===== config.mk =====
export PLATFORM = sky130hd
export DESIGN_NAME = instr_fetch_unit_flat
export DESIGN_NICKNAME = d
export VERILOG_FILES = /design/src/rtl/fetch_pkg.sv /design/src/rtl/instr_fetch_unit_if.sv /design/src/rtl/fetch_buffer.sv /design/src/rtl/instr_fetch_unit.sv /design/src/flat_wrapper.sv
export SDC_FILE = /design/constraint.sdc
export NUM_CORES = 1
export LEC_CHECK = 0
export ABC_AREA = 1
export BUFFER_PORTS_ARGS = -buffer_cell sky130_fd_sc_hd__buf_2
export CAP_MARGIN = 30
export CORE_MARGIN = 5
export CORE_UTILIZATION = 50
export CTS_CLUSTER_DIAMETER = 150
export CTS_CLUSTER_SIZE = 16
export DETAILED_ROUTE_END_ITERATION = 10
export PLACE_DENSITY = 0.7
export SLEW_MARGIN = 25
export SYNTH_ARGS = -nofsm -noshare
export SYNTH_HDL_FRONTEND = slang
export SYNTH_SLANG_ARGS = --single-unit

===== constraint.sdc =====
create_clock -name clk -period 5.05 [get_ports clk]
set_input_delay 0.505 -clock clk [delete_from_list [all_inputs] [get_ports clk]]
set_output_delay 0.505 -clock clk [all_outputs]
set_load 0.01 [all_outputs]

===== src/rtl/fetch_pkg.sv =====
// Shared constants, entry layout and pointer helpers for the instruction fetch front end.
package fetch_pkg;

  localparam int DEF_ADDR_W   = 10;
  localparam int DEF_INSTR_W  = 32;
  localparam int DEF_DEPTH    = 4;
  localparam int DEF_RESET_PC = 0;
  localparam int DEF_PC_STEP  = 4;

  // Widest pc/instruction an entry can hold; narrower configurations zero-extend into it.
  localparam int ENTRY_PC_W   = 32;
  localparam int ENTRY_DATA_W = 32;

  typedef struct packed {
    logic [ENTRY_PC_W-1:0]   pc;
    logic [ENTRY_DATA_W-1:0] data;
  } fetch_entry_t;

  // Index bits plus one wrap bit so full and empty are distinguishable.
  function automatic int ptr_width(input int depth);
    return $clog2(depth) + 1;
  endfunction

endpackage


===== src/rtl/instr_fetch_unit_if.sv =====
// Memory-side, decode-side and redirect signals of the fetch unit.
interface instr_fetch_unit_if #(
  parameter int ADDR_W  = 10,
  parameter int INSTR_W = 32
);
  // Handshakes: a transfer happens on a rising edge where the sender's valid
  // (imem_req / instr_valid) and the receiver's ready (imem_ready / instr_ready)
  // are both high. Valid may depend on state only (plus redirect_valid for
  // imem_req); ready may be driven freely. imem_rvalid has no backpressure.
  logic               imem_req;
  logic [ADDR_W-1:0]  imem_addr;
  logic               imem_ready;
  logic               imem_rvalid;
  logic [INSTR_W-1:0] imem_rdata;
  logic               redirect_valid;
  logic [ADDR_W-1:0]  redirect_pc;
  logic               instr_valid;
  logic               instr_ready;
  logic [INSTR_W-1:0] instr_data;
  logic [ADDR_W-1:0]  instr_pc;

  modport master (
    output imem_req, imem_addr, instr_valid, instr_data, instr_pc,
    input  imem_ready, imem_rvalid, imem_rdata, redirect_valid, redirect_pc, instr_ready
  );

  modport slave (
    input  imem_req, imem_addr, instr_valid, instr_data, instr_pc,
    output imem_ready, imem_rvalid, imem_rdata, redirect_valid, redirect_pc, instr_ready
  );
endinterface


===== src/rtl/fetch_buffer.sv =====
// Circular prefetch buffer: slots are allocated at request time (pc), filled at
// response time (data) and drained from head; flush empties it at the alloc point.
module fetch_buffer
  import fetch_pkg::*;
#(
  parameter  int ADDR_W  = DEF_ADDR_W,
  parameter  int INSTR_W = DEF_INSTR_W,
  parameter  int DEPTH   = DEF_DEPTH,
  localparam int PW      = ptr_width(DEPTH),
  localparam int IW      = PW - 1
) (
  input  logic               clk,
  input  logic               rst_n,
  input  logic               flush,
  input  logic               alloc_en,
  input  logic [ADDR_W-1:0]  alloc_pc,
  input  logic               fill_en,
  input  logic [INSTR_W-1:0] fill_data,
  input  logic               deq_en,
  output logic [PW-1:0]      count,
  output logic               head_valid,
  output logic [ADDR_W-1:0]  head_pc,
  output logic [INSTR_W-1:0] head_data
);

  fetch_entry_t entries [DEPTH];

  logic [PW-1:0] head_ptr;
  logic [PW-1:0] fill_ptr;
  logic [PW-1:0] alloc_ptr;
  logic [IW-1:0] head_idx;
  logic [IW-1:0] fill_idx;
  logic [IW-1:0] alloc_idx;

  assign head_idx  = head_ptr[IW-1:0];
  assign fill_idx  = fill_ptr[IW-1:0];
  assign alloc_idx = alloc_ptr[IW-1:0];

  // alloc and fill never target the same slot in one cycle: fill trails alloc
  // by 1..DEPTH-1 whenever both are enabled.
  always_ff @(posedge clk) begin
    if (!rst_n) begin
      head_ptr  <= '0;
      fill_ptr  <= '0;
      alloc_ptr <= '0;
      for (int i = 0; i < DEPTH; i++) begin
        entries[i] <= '0;
      end
    end else if (flush) begin
      head_ptr <= alloc_ptr;
      fill_ptr <= alloc_ptr;
    end else begin
      if (alloc_en) alloc_ptr <= alloc_ptr + PW'(1);
      if (fill_en)  fill_ptr  <= fill_ptr + PW'(1);
      if (deq_en)   head_ptr  <= head_ptr + PW'(1);
      for (int i = 0; i < DEPTH; i++) begin
        if (alloc_en && (alloc_idx == IW'(i))) entries[i].pc   <= ENTRY_PC_W'(alloc_pc);
        if (fill_en  && (fill_idx  == IW'(i))) entries[i].data <= ENTRY_DATA_W'(fill_data);
      end
    end
  end

  assign count      = alloc_ptr - head_ptr;
  assign head_valid = (fill_ptr != head_ptr);
  assign head_pc    = entries[head_idx].pc[ADDR_W-1:0];
  assign head_data  = entries[head_idx].data[INSTR_W-1:0];

endmodule


===== src/rtl/instr_fetch_unit.sv =====
// Instruction fetch front end: owns the PC, issues in-order requests under a
// DEPTH credit limit, drops responses of a redirected stream, feeds decode.
module instr_fetch_unit
  import fetch_pkg::*;
#(
  parameter int ADDR_W   = DEF_ADDR_W,
  parameter int INSTR_W  = DEF_INSTR_W,
  parameter int DEPTH    = DEF_DEPTH,
  parameter int RESET_PC = DEF_RESET_PC,
  parameter int PC_STEP  = DEF_PC_STEP
) (
  input  logic                clk,
  input  logic                rst_n,
  instr_fetch_unit_if.master  bus
);

  localparam int PW = ptr_width(DEPTH);
  localparam int SW = PW + 1;

  logic [ADDR_W-1:0] fetch_pc;
  logic [PW-1:0]     out_cnt;
  logic [PW-1:0]     drop_cnt;
  logic [PW-1:0]     alloc_count;
  logic [SW-1:0]     credit_used;
  logic              accept;
  logic              rsp_counted;
  logic              rsp_fill;
  logic              deq;
  logic              head_valid;

  // Slots held by the buffer plus responses still to be thrown away bound the
  // number of requests the memory can have in flight.
  assign credit_used  = SW'(alloc_count) + SW'(drop_cnt);
  assign bus.imem_req = rst_n && !bus.redirect_valid && (credit_used < SW'(DEPTH));
  assign bus.imem_addr = fetch_pc;

  assign accept      = bus.imem_req && bus.imem_ready;
  assign rsp_counted = bus.imem_rvalid && (out_cnt != '0);
  assign rsp_fill    = rsp_counted && !bus.redirect_valid && (drop_cnt == '0);
  assign deq         = head_valid && bus.instr_ready && !bus.redirect_valid;

  assign bus.instr_valid = head_valid;

  // On redirect every request still outstanding (already-doomed ones included)
  // belongs to a dead stream, so the drop count becomes exactly out_cnt minus
  // the response consumed in the same cycle.
  always_ff @(posedge clk) begin
    if (!rst_n) begin
      fetch_pc <= ADDR_W'(RESET_PC);
      out_cnt  <= '0;
      drop_cnt <= '0;
    end else if (bus.redirect_valid) begin
      fetch_pc <= bus.redirect_pc;
      out_cnt  <= out_cnt - PW'(rsp_counted);
      drop_cnt <= out_cnt - PW'(rsp_counted);
    end else begin
      if (accept) fetch_pc <= fetch_pc + ADDR_W'(PC_STEP);
      out_cnt <= out_cnt + PW'(accept) - PW'(rsp_counted);
      if (rsp_counted && (drop_cnt != '0)) drop_cnt <= drop_cnt - PW'(1);
    end
  end

  fetch_buffer #(
    .ADDR_W  (ADDR_W),
    .INSTR_W (INSTR_W),
    .DEPTH   (DEPTH)
  ) u_buffer (
    .clk        (clk),
    .rst_n      (rst_n),
    .flush      (bus.redirect_valid),
    .alloc_en   (accept),
    .alloc_pc   (fetch_pc),
    .fill_en    (rsp_fill),
    .fill_data  (bus.imem_rdata),
    .deq_en     (deq),
    .count      (alloc_count),
    .head_valid (head_valid),
    .head_pc    (bus.instr_pc),
    .head_data  (bus.instr_data)
  );

  // A response with nothing outstanding is a memory protocol violation.
  rvalid_has_request: assert property (
    @(posedge clk) disable iff (!rst_n) !(bus.imem_rvalid && (out_cnt == '0))
  );

endmodule


===== src/flat_wrapper.sv =====
// flat-port wrapper written by rule: the top's interface ports become plain ports
module instr_fetch_unit_flat import fetch_pkg::*;
#(
  parameter int ADDR_W   = DEF_ADDR_W,
  parameter int INSTR_W  = DEF_INSTR_W,
  parameter int DEPTH    = DEF_DEPTH,
  parameter int RESET_PC = DEF_RESET_PC,
  parameter int PC_STEP  = DEF_PC_STEP
)
  (clk, rst_n, bus_imem_req, bus_imem_addr, bus_instr_valid, bus_instr_data, bus_instr_pc, bus_imem_ready, bus_imem_rvalid, bus_imem_rdata, bus_redirect_valid, bus_redirect_pc, bus_instr_ready);
  instr_fetch_unit_if #(.ADDR_W(ADDR_W), .INSTR_W(INSTR_W)) bus_i ();
  input  logic clk;
  input  logic rst_n;
  output wire logic [$bits(bus_i.imem_req)-1:0] bus_imem_req;
  output wire logic [$bits(bus_i.imem_addr)-1:0] bus_imem_addr;
  output wire logic [$bits(bus_i.instr_valid)-1:0] bus_instr_valid;
  output wire logic [$bits(bus_i.instr_data)-1:0] bus_instr_data;
  output wire logic [$bits(bus_i.instr_pc)-1:0] bus_instr_pc;
  input wire logic [$bits(bus_i.imem_ready)-1:0] bus_imem_ready;
  input wire logic [$bits(bus_i.imem_rvalid)-1:0] bus_imem_rvalid;
  input wire logic [$bits(bus_i.imem_rdata)-1:0] bus_imem_rdata;
  input wire logic [$bits(bus_i.redirect_valid)-1:0] bus_redirect_valid;
  input wire logic [$bits(bus_i.redirect_pc)-1:0] bus_redirect_pc;
  input wire logic [$bits(bus_i.instr_ready)-1:0] bus_instr_ready;
  assign bus_imem_req = bus_i.imem_req;
  assign bus_imem_addr = bus_i.imem_addr;
  assign bus_instr_valid = bus_i.instr_valid;
  assign bus_instr_data = bus_i.instr_data;
  assign bus_instr_pc = bus_i.instr_pc;
  assign bus_i.imem_ready = bus_imem_ready;
  assign bus_i.imem_rvalid = bus_imem_rvalid;
  assign bus_i.imem_rdata = bus_imem_rdata;
  assign bus_i.redirect_valid = bus_redirect_valid;
  assign bus_i.redirect_pc = bus_redirect_pc;
  assign bus_i.instr_ready = bus_instr_ready;
  instr_fetch_unit #(.ADDR_W(ADDR_W), .INSTR_W(INSTR_W), .DEPTH(DEPTH), .RESET_PC(RESET_PC), .PC_STEP(PC_STEP)) u_core (.clk(clk), .rst_n(rst_n), .bus(bus_i));
endmodule

==> results.toml, run 1 <==
[outcome]
status = "completed"

[logic_synthesis]
synth_top_cells_by_count = "264 x nor2_1, 168 x edfxtp_1, 101 x o21ai_0"
netlist_instances = 902
synth_cell_types = 24
ys.flop_type = "edfxtp_1"
ys_warn_count = 0
ys_seq_elements = 195
synth_largest_area_cell = "edfxtp_1"
avgSynthCellArea_um2 = 9.774
yosysSeqAreaShare = 0.6336
yosysTopAreaCellShare = 0.5722
ys_top_cells_by_area = "edfxtp_1 57%, nor2_1 11%, dfxtp_1 6.1%, o21ai_0 5.7%, nand2_1 3.5%"
synth_most_common_cell = "nor2_1"
syn_nets = 971
syn_area_um2 = 8816
synth_edf_count = 168
synthArstFlopShare = 0

[die]
die_h_um = 142.8
initial_utilization = 0.5097
pin_count = 102
dieArea_um2 = 20390
core_area_um2 = 17300
rows = 48
die_x_um = 142.8

[detailed_routing]
wl_um = 20280
ant_nets = 0
wl_per_cell_um = 16.62
num_vias = 6475
drc = 0
via_per_inst = 5.307
drt-initial-drc-count = 404
firstDrtPassIters = 5

[setup_path]
crit_family = "simple AND/OR/NAND/NOR gates"
critPathSlowestCell = "nand2_1"
path_class = "reg -> reg"
cp_cell_sequence = "inv_1, ha_1, inv_1, fa_1, xnor2_1, xor2_1, ha_1, nor2_1, nand2_1, nor3_4, nand2_1, nand2_1"
worstPathMaxFanout = 11
reg2reg_depth = 12
arrival_ns = 3.50
crit_top_cell = "nand2_1"
endpoint_kind = "register"
crit_buf_inv = 2
crit_cells = 12
cp-start-kind = "register"
crit_required_ns = 5.13
slowest_delay_ns = 0.42

[timing]
finalHoldViolations = 0
max_freq_ghz = 0.2927
min_period_over_period = 0.6766
setup_tns_ns = 0
slew_viol_final = 0
worstMarginPinSlew_ns = 0.8891
setup_violations = 0
rsz0062_at_grt = "no"
worst_clock_skew_ns = 0.01113
min_period_ns = 3.417
relSlewSlack = 0.4056

[run]
drv_cap = 0

[clocking]
cts_tree = "built"
cts_max_level = 4
clk_pin_slew_ns = 0.07
cts_made_buffers = 17
cts-root-buf = "clkbuf_16"
cts-hold-fix-buffers = 0
clk_latency_ns = 0.43
post_cts_buffers = 0
cts_sinks = 195
cts.repair.resized = 0
cts_buffer_depth = 2

[placed_design]
port_buffers = 101
place.gp.congestion = 0.8543
dp_hpwl_um = 12960
placed_area_um2 = 9500

[pwr]
power_mw = 3.730
peakVddDrop_mv = 0.2489
p_leak_nw = 4.216
p_per_area_nw_per_um2 = 371.6

[cells_and_area]
final_nets = 1051
syn2layout_area_growth_pct = 13.87
fillers = 1506
drive_gt1_frac = 0.1528
final_area_um2 = 10040
num_antenna_cells = 0

[worst_hold_path]
min_path_cells = 3
hold_class = "in -> reg"

[global_route]
antenna_found_initial = 0
overflow = 0
grt_pass1_wl_um = 32320
grt.total_usage = 0.2048
grt_max_degree = 85
grt_pass1_vias = 6304
worst register-to-register path: cells and delay by family (launching register included):
family / cells / cell delay [ns]
XOR/XNOR: 2 / 0.37
adder cells (fa/ha/maj): 3 / 0.83
buffers and inverters: 2 / 0.24
flip-flops: 1 / 0.34
AND/OR/NAND/NOR: 5 / 1.32
cell usage in the layout, fill, tap and decap left out, drive strengths merged:
cell / n
clkinvlp: 5
o22ai: 42
nand2: 84
fa: 2
nand4: 2
xnor2: 4
buf: 113
clkinv: 6
o21bai: 1
nor3: 1
or2: 1
dfxtp: 27
o21ai: 101
o31ai: 1
inv: 78
clkbuf: 18
xor2: 2
nor2: 265
a21oi: 15
ha: 19
nand3: 40
edfxtp: 168
sequential cells by signal (all words and copies together) (netlist names), named ones only:
register / count
u_core.u_buffer.head_ptr: 3
u_core.u_buffer.alloc_ptr: 3
u_core.bus.imem_addr: 10
u_core.u_buffer.fill_ptr: 3
u_core.out_cnt: 3
u_core.drop_cnt: 3
u_core.u_buffer.entries: 168
kinds of logic (layout without fill, tap and decap cells):
family                   Yosys count  in the layout  synth area share
adder cells (fa/ha/maj)           21             21           0.03151
AND/OR/NAND/NOR                  393            393            0.1764
XOR/XNOR                           6              6          0.005961
flip-flops                       195            195            0.6336
buffers and inverters            127            220           0.05521
AO/OA/AOI/OAI                    160            160           0.09736
worst paths after layout:
| check | from | endpoint | slack (ns) |
|---|---|---|---|
| min | bus_redirect_pc[1] | u_core.bus.imem_addr[1] | 0.31 |
| min reg2reg | u_core.drop_cnt[2] | u_core.drop_cnt[2] | 0.52 |
| max reg2reg | u_core.u_buffer.alloc_ptr[0] | u_core.u_buffer.entries[2][39] | 1.63 |
| max | u_core.u_buffer.alloc_ptr[0] | u_core.u_buffer.entries[2][39] | 1.63 |
cell type report:
type,count,area [um2],share of cell area
Sequential cell,195,5587,0.5565
Multi-Input combinational cell,580,2755,0.2745
Timing Repair Buffer,113,595.6,0.05933
Clock buffer,18,429.2,0.04275
Inverter,75,281.5,0.02804
Tap cell,225,281.5,0.02804
Clock inverter,14,108.9,0.01084
routing by layer:
layer  up-vias  GRT usage  wire length, um
li1       3192          -                -
met1      3049     0.2756             8484
met3        19    0.03583             1273
met4         0    0.06453              290
met5         -          0                0
met2       215     0.3412            10230
metrics by stage:
stage               setup slack, ns  hold WS (ns)  utilization  std cells
finish                        1.633        0.3077       0.5804       1220
floorplan                     1.470        0.4643            -        902
global route                  1.271        0.3390       0.5804       1220
detailed placement            1.612        0.5162       0.5493       1188
CTS                           1.597        0.2929       0.5804       1220
global placement              1.840        0.5039       0.5493       1188
power breakdown:
part	internal [mW]	leakage, nW	switching, mW	total (mW)
registers	1.86	1.96	0.0478	1.91
clock network	0.635	0.249	0.601	1.24
logic	0.197	2.01	0.387	0.584
(Power assumes the default switching activity.)
==> run 2: changes to the inputs <==
- clock period: 5.05 -> 3.4 ns (I/O delays scaled with it)
==> run 2 against run 1 <==
Cell count is 0.82% higher. Register-to-register slack worse by 1.4 ns. Power is 51% higher. Clock skew is 0.0052 ns higher. Critical path depth is 4 higher. Clock power is 56% higher. Via count is 1.3% higher. Die area stayed put. Highest routed layer unchanged.
==> results.toml, run 2 (synthesized netlist as in run 1, its figures left out) <==
[outcome]
status = "completed"

[pwr]
p_leak_nw = 4.282
peakVddDrop_mv = 0.4147
p_per_area_nw_per_um2 = 555.2

[timing]
worstMarginPinSlew_ns = 0.8288
relSlewSlack = 0.4474
finalHoldViolations = 0
min_period_ns = 3.134
min_period_over_period = 0.9217
whs_ns = 0.1343
setup_tns_ns = 0
rsz0062_at_grt = "no"
worst_clock_skew_ns = 0.01630
max_freq_ghz = 0.3191
slew_viol_final = 0
setup_violations = 0

[cells_and_area]
syn2layout_area_growth_pct = 15.31
final_nets = 1061
final_area_um2 = 10170
mostFrequentLayoutCells = "264 x nor2_1, 168 x edfxtp_1, 101 x buf_2"
drive_gt1_frac = 0.1582
num_antenna_cells = 0
regMostFlops = "u_core.u_buffer.entries"
largest_reg_flops = 168
final_common_cell = "nor2_1"
fin_cells = 1230

[detailed_routing]
drt-initial-drc-count = 456
firstDrtPassIters = 5
via_per_inst = 5.333
drc = 0
num_vias = 6559
ant_nets = 0
wl_per_cell_um = 16.08
wl_um = 19780

[worst_hold_path]
hold_class = "in -> reg"

[global_route]
antenna_found_initial = 0
grt_pass1_vias = 6376
grt_max_degree = 85
grt.total_usage = 0.2007
grt_pass1_wl_um = 32070
overflow = 0

[die]
core_area_um2 = 17300
die_x_um = 142.8
pin_count = 102
rows = 48
dieArea_um2 = 20390
die_h_um = 142.8
initial_utilization = 0.5097

[setup_path]
crit_required_ns = 3.72
arrival_ns = 3.45
cp-start-kind = "register"
worstReg2RegStart = "u_core.u_buffer.alloc_ptr[0]"
worstPathMaxFanout = 7
crit_path_start = "u_core.u_buffer.alloc_ptr[0]"
path_class = "reg -> reg"
crit_end = "u_core.out_cnt[2]"
reg2reg_depth = 16
endpoint_kind = "register"
r2r_setup_slack_ns = 0.27
r2r_end = "u_core.out_cnt[2]"

[clocking]
cts.repair.resized = 0
cts_buffer_depth = 2
post_cts_buffers = 0
clk_pin_slew_ns = 0.07
cts_max_level = 4
cts_sinks = 195
cts-root-buf = "clkbuf_16"
cts-hold-fix-buffers = 0
cts_made_buffers = 17
clk_latency_ns = 0.43
cts_tree = "built"

[placed_design]
place.gp.congestion = 0.8556
place_inst = 1198
port_buffers = 101
placed_area_um2 = 9600
dp_hpwl_um = 12610

[run]
drv_cap = 0
==> run 2: worst min path at each step <==
stage | from | endpoint | slack [ns] | depth (start not counted)
final | bus_redirect_pc[1] | u_core.bus.imem_addr[1] | 0.13 | 3
after global routing | bus_redirect_pc[0] | u_core.bus.imem_addr[0] | 0.16 | 3
after CTS | bus_redirect_pc[1] | u_core.bus.imem_addr[1] | 0.13 | 3
after detailed placement | u_core.drop_cnt[2] | u_core.drop_cnt[2] | 0.49 | 2
after global placement | u_core.drop_cnt[2] | u_core.drop_cnt[2] | 0.49 | 2
after floorplan | u_core.drop_cnt[2] | u_core.drop_cnt[2] | 0.46 | 2
==> run 2: critical path, stage by stage, from the launching register on <==
cell	delay, ns
dfxtp_1	0.34
inv_1	0.18
ha_1	0.18
inv_1	0.04
fa_1	0.37
xnor2_1	0.15
xor2_1	0.16
ha_1	0.28
nor2_1	0.05
nand2_1	0.12
nor3_4	0.05
ha_1	0.19
fa_1	0.38
xnor2_1	0.14
or2_2	0.28
nand3_1	0.07
a21oi_1	0.06
==> run 2: final cells by class <==
type | count | area [um2]
inverters | 75 | 281.5
clock buffers | 17 | 425.4
flip-flops and latches | 195 | 5587
well taps | 225 | 281.5
repair buffers | 123 | 695.7
clock inverters | 15 | 140.1
multi-input cells | 580 | 2755
fillers | 1489 | 7131
==> run 2: per-stage QoR <==
step / power, mW / setup WS [ns] / utilization
after floorplan: 3.435 / 0.4256 / -
after global placement: 3.758 / 0.3608 / 0.5550
after detailed placement: 3.778 / 0.2525 / 0.5550
after CTS: 5.677 / 0.2572 / 0.5877
after global routing: 5.909 / 0.01111 / 0.5877
final: 5.644 / 0.2663 / 0.5877
==> run 2: where the power goes <==
group / internal, mW / switching, mW
logic: 0.307 / 0.574
registers: 2.77 / 0.0701
clock network: 1.07 / 0.855
==> run 2: per-layer routing <==
| metal | vias up | part of all wire | global-route usage |
|---|---|---|---|
| li1 | 3214 | - | - |
| met3 | 23 | 0.063 | 0.03717 |
| met5 | - | 0 | 0 |
| met4 | 0 | 0.017 | 0.06653 |
| met2 | 221 | 0.49 | 0.3281 |
| met1 | 3101 | 0.43 | 0.2727 |
